File: src/rtl/multicycle_sequencer.sv
// Control FSM for a multi-cycle RV32I datapath sharing one memory port between
// fetch and load/store: sequences FETCH/DECODE/EXECUTE/MEM/WB with a watchdog and sticky trap.
module multicycle_sequencer #(
    parameter int TIMEOUT   = 255,
    parameter int INSTRET_W = 32
) (
    input  logic                 clk,
    input  logic                 reset,
    input  logic [6:0]           op,
    input  logic                 mem_ready,
    output logic                 mem_req,
    output logic                 mem_we,
    output logic                 addr_src,
    output logic                 ir_we,
    output logic                 pc_we,
    output logic                 reg_we,
    output logic                 instr_retired,
    output logic                 trap,
    output logic [2:0]           state,
    output logic [INSTRET_W-1:0] instret
);

    localparam int CNT_W = (TIMEOUT > 1) ? $clog2(TIMEOUT) : 1;
    localparam logic [CNT_W-1:0] WAIT_LIMIT = CNT_W'(TIMEOUT - 1);

    localparam logic [6:0] OP_LUI    = 7'b0110111;
    localparam logic [6:0] OP_AUIPC  = 7'b0010111;
    localparam logic [6:0] OP_JAL    = 7'b1101111;
    localparam logic [6:0] OP_JALR   = 7'b1100111;
    localparam logic [6:0] OP_BRANCH = 7'b1100011;
    localparam logic [6:0] OP_LOAD   = 7'b0000011;
    localparam logic [6:0] OP_STORE  = 7'b0100011;
    localparam logic [6:0] OP_IMM    = 7'b0010011;
    localparam logic [6:0] OP_REG    = 7'b0110011;

    typedef enum logic [2:0] {
        S_FETCH   = 3'd0,
        S_DECODE  = 3'd1,
        S_EXECUTE = 3'd2,
        S_MEM     = 3'd3,
        S_WB      = 3'd4,
        S_TRAP    = 3'd5
    } state_t;

    state_t               state_r;
    state_t               next_s;
    logic [CNT_W-1:0]     wait_cnt_r;
    logic                 trap_r;
    logic [INSTRET_W-1:0] instret_r;

    logic mem_req_s;
    logic mem_we_s;
    logic addr_src_s;
    logic ir_we_s;
    logic pc_we_s;
    logic reg_we_s;
    logic retired_s;
    logic waiting_s;

    function automatic logic is_legal(input logic [6:0] opc);
        case (opc)
            OP_LUI, OP_AUIPC, OP_JAL, OP_JALR, OP_BRANCH,
            OP_LOAD, OP_STORE, OP_IMM, OP_REG: is_legal = 1'b1;
            default:                           is_legal = 1'b0;
        endcase
    endfunction

    // Stores and branches are the only legal opcodes without a destination register.
    function automatic logic writes_rd(input logic [6:0] opc);
        case (opc)
            OP_STORE, OP_BRANCH: writes_rd = 1'b0;
            default:             writes_rd = is_legal(opc);
        endcase
    endfunction

    // Next-state and strobe decode; memory-access states are Mealy on mem_ready.
    always_comb begin
        next_s     = state_r;
        mem_req_s  = 1'b0;
        mem_we_s   = 1'b0;
        addr_src_s = 1'b0;
        ir_we_s    = 1'b0;
        pc_we_s    = 1'b0;
        reg_we_s   = 1'b0;
        retired_s  = 1'b0;
        waiting_s  = 1'b0;
        case (state_r)
            S_FETCH: begin
                mem_req_s = 1'b1;
                if (mem_ready) begin
                    ir_we_s = 1'b1;
                    next_s  = S_DECODE;
                end else if (wait_cnt_r == WAIT_LIMIT) begin
                    next_s = S_TRAP;
                end else begin
                    waiting_s = 1'b1;
                    next_s    = S_FETCH;
                end
            end
            S_DECODE: begin
                if (is_legal(op)) begin
                    next_s = S_EXECUTE;
                end else begin
                    next_s = S_TRAP;
                end
            end
            S_EXECUTE: begin
                if ((op == OP_LOAD) || (op == OP_STORE)) begin
                    next_s = S_MEM;
                end else begin
                    next_s = S_WB;
                end
            end
            S_MEM: begin
                mem_req_s  = 1'b1;
                addr_src_s = 1'b1;
                mem_we_s   = (op == OP_STORE);
                if (mem_ready) begin
                    next_s = S_WB;
                end else if (wait_cnt_r == WAIT_LIMIT) begin
                    next_s = S_TRAP;
                end else begin
                    waiting_s = 1'b1;
                    next_s    = S_MEM;
                end
            end
            S_WB: begin
                pc_we_s   = 1'b1;
                retired_s = 1'b1;
                reg_we_s  = writes_rd(op);
                next_s    = S_FETCH;
            end
            S_TRAP: begin
                next_s = S_TRAP;
            end
            default: begin
                next_s = S_TRAP;
            end
        endcase
    end

    // State register.
    always_ff @(posedge clk) begin
        if (reset) begin
            state_r <= S_FETCH;
        end else begin
            state_r <= next_s;
        end
    end

    // Memory-wait watchdog: restarts on entry to each access, counts only unanswered cycles.
    always_ff @(posedge clk) begin
        if (reset) begin
            wait_cnt_r <= {CNT_W{1'b0}};
        end else if ((next_s == S_FETCH && state_r != S_FETCH) ||
                     (next_s == S_MEM && state_r != S_MEM)) begin
            wait_cnt_r <= {CNT_W{1'b0}};
        end else if (waiting_s) begin
            wait_cnt_r <= wait_cnt_r + CNT_W'(1);
        end else begin
            wait_cnt_r <= wait_cnt_r;
        end
    end

    // Sticky trap flag, set on the edge that enters TRAP.
    always_ff @(posedge clk) begin
        if (reset) begin
            trap_r <= 1'b0;
        end else if (next_s == S_TRAP) begin
            trap_r <= 1'b1;
        end else begin
            trap_r <= trap_r;
        end
    end

    // Retired-instruction counter, wraps naturally.
    always_ff @(posedge clk) begin
        if (reset) begin
            instret_r <= {INSTRET_W{1'b0}};
        end else if (retired_s) begin
            instret_r <= instret_r + INSTRET_W'(1);
        end else begin
            instret_r <= instret_r;
        end
    end

    // Strobes are suppressed combinationally so none survives into a reset cycle.
    assign mem_req       = mem_req_s & ~reset;
    assign mem_we        = mem_we_s & ~reset;
    assign ir_we         = ir_we_s & ~reset;
    assign pc_we         = pc_we_s & ~reset;
    assign reg_we        = reg_we_s & ~reset;
    assign instr_retired = retired_s & ~reset;
    assign addr_src      = addr_src_s;
    assign trap          = trap_r;
    assign state         = state_r;
    assign instret       = instret_r;

endmodule

File: config.mk
export PLATFORM = sky130hd
export DESIGN_NAME = multicycle_sequencer
export DESIGN_NICKNAME = d
export VERILOG_FILES = /design/src/rtl/multicycle_sequencer.sv
export SDC_FILE = /design/constraint.sdc
export NUM_CORES = 1
export LEC_CHECK = 0
export BUFFER_PORTS_ARGS = -buffer_cell sky130_fd_sc_hd__buf_2
export CORE_MARGIN = 8
export CORE_UTILIZATION = 55
export DETAILED_ROUTE_END_ITERATION = 10
export GPL_TIMING_DRIVEN = 0
export PLACE_DENSITY = 0.8
export SETUP_SLACK_MARGIN = 0.2
export SLEW_MARGIN = 5
export SYNTH_ARGS = -nofsm -noshare
export SYNTH_HDL_FRONTEND = slang
export SYNTH_SLANG_ARGS = --single-unit
File: constraint.sdc
create_clock -name clk -period 5.45 [get_ports clk]
set_input_delay 1.3625 -clock clk [delete_from_list [all_inputs] [get_ports clk]]
set_output_delay 1.3625 -clock clk [all_outputs]
set_load 0.02 [all_outputs]
==> results.ini <==
[timing]
finClkSkew_ns=0.00722
finalHoldViolations=0
max_slew_margin_pct=47.4
layout_worst_path_cycle_share_pct=76.2
fin_ws_ns=1.29
fmax_mhz=241
tightest_slew_ns=0.789
rsz0062_at_grt=no
setup_viol=0
finalCriticalPeriod_ns=4.16
drv_slew=0
finalSetupTns_ns=0

[yosys]
synth.avg_cell_area_um2=8.29
synth_seq_cells=44
synth_flop_cell=dfxtp_1
ys_warn_count=0
syn-num-nets=284
synth_largest_area_cell=dfxtp_1
yosysMostFrequentCell=dfxtp_1
synth_common_cells=44 x dfxtp_1, 33 x nor2_1, 22 x a21oi_1
synth.distinct_cells=43
syn_inst=271
yosysTopAreaCellShare_pct=39.2
synthArstFlopShare_pct=0
ys_seq_area_share_pct=39.2
yosys-top-cells-area=dfxtp_1 39%, xnor2_1 6.6%, nor2_1 5.5%
synth_edf_count=0
syn_area_um2=2250

[pwr]
leakagePower_nw=1.05
worst_ir_drop_vdd_v=0.000124
power_density_nw_per_um2=222

[global_routing]
grt_antenna_before_repair=0
grt_pass1_vias=1857
grt_pass1_wl_mm=8.43
grt_max_degree=13
grt_overflow_total=0
grt_use_total_pct=16.0

[critical_path]
crit_family=compound AO/OA/AOI/OAI gates
cp_cell_sequence=buf_2, nor2b_1, o21ai_0, nand2_1, a2111oi_0, buf_2
cp.arrival_ns=2.79
path_class=input port to output pin
critPathLaunchType=input port
crit_cells=6
cp_max_fo=4
slowest_stage=a2111oi_0
cp_common_cell=buf_2
cpPeakStageDelay_ns=0.44
crit_buf_inv=2
critPathCaptureType=output pin
reg2regPathDepth=7
crit_required_ns=4.09

[clocking]
cts_resized=0
post_cts_buffers=0
clk_pin_slew_ns=0.08
holdBufCountCts=0
clkLatencyLatePin_ns=0.29
clock_tree.root_cell=clkbuf_8
cts.sinks=44
cts_tree=yes
clockBufferDepth=2
cts_buffers=5
h-tree-depth=2

[floorplanning]
die_w_um=79.9
start_util_pct=56.6
io_pins=53
rows=23
die_y_um=79.9
design.core.area_um2=3970
dieArea_um2=6380

[min_path]
min-delay-path-class=flip-flop to flip-flop
hold_depth=2

[drt]
viasPerCell=5.51
drc=0
drtIter0Drc=133
wl_mm=5.09
avgRoutedWirePerCell_um=13.4
ant_nets=0
dr.pass1.iters=4
vias=2095

[cells_and_area]
final_cells=380
nets=343
syn2layout_area_growth_pct=17.8
antennaDiodeCount=0
drive_gt1_share_pct=20.6

[run]
drv_cap=0

[placement]
placedCellCount=373
io_buffers=52
place_hpwl_mm=3.84
gp_congestion=0.853
dp_worst_setup_slack_ns=1.37

[run_status]
outcome=completed

[where the power goes]
part,internal [W],switching (W)
registers,0.000327,0.00000658
logic,0.0000231,0.0000404
clock network,0.0000872,0.000102
[cell type report]
| cell class | instances | area (µm²) |
|---|---|---|
| plain buffers | 13 | 65.1 |
| clock buffers | 6 | 72.6 |
| clock inverters | 1 | 5.00 |
| fillers | 340 | 1330 |
| inverters | 12 | 45.0 |
| multi-input cells | 202 | 1250 |
| flip-flops and latches | 44 | 881 |
| well taps | 50 | 62.6 |
| repair buffers | 52 | 260 |
[per-layer routing]
layer	wire length, µm	global-route usage [%]	vias to the layer above
li1	-	-	1075
met1	2320	19.7	972
met2	2450	25.9	44
met3	272	4.50	4
met4	51	5.45	0
met5	0	0	-
[worst reg2reg max path, stage by stage, from the launching register on]
cell and delay, ns:
dfxtp_1 0.45, inv_1 0.07, ha_1 0.19, and3_1 0.23, a21oi_1 0.26, mux2i_1 0.13, o22ai_1 0.64, a221oi_1 0.20
[flip-flops by register name, indices dropped and copies added, names as in the netlist]
name and cells:
instret 32, state 3, trap 1, wait_cnt_r 8
[cells in the final DEF (no fill, tap or decap), types with 10 or more instances in the layout]
cell type  netlist  final
xor2_1          12     12
xnor2_1         17     17
clkbuf_1         9     10
dfxtp_1         44     44
nand2_1         20     20
buf_2            1     53
nor2_1          33     33
a21oi_1         22     22
inv_1           12     12
nand4_1         12     12
[cell families after synthesis]
group	share of synthesized area, %
compound gates	12.4
xor+xnor	11.3
fa+ha+maj	1.67
buf+inv	4.90
flops	39.2
mux	0.446
simple gates	30.0
[stage by stage]
stage | instance area (µm²) | utilization, % | power, W | hold slack (ns)
finish | 2650 | 66.6 | 0.000586 | 0.489
global route | 2650 | 66.6 | 0.000614 | 0.511
CTS | 2650 | 66.6 | 0.000594 | 0.492
detailed placement | 2570 | 64.7 | 0.000404 | 0.480
global placement | 2570 | 64.7 | 0.000404 | 0.476
floorplan | 2250 | - | 0.000384 | 0.501
[final timing paths]
check,from,to,slack (ns)
setup reg to reg,wait_cnt_r[0],wait_cnt_r[1],3.12
setup / recovery,op[2],reg_we,1.29
hold reg to reg,instret[31],instret[31],0.49
hold / removal,instret[31],instret[31],0.49
Note: power is estimated with default switching activity, not from simulation.
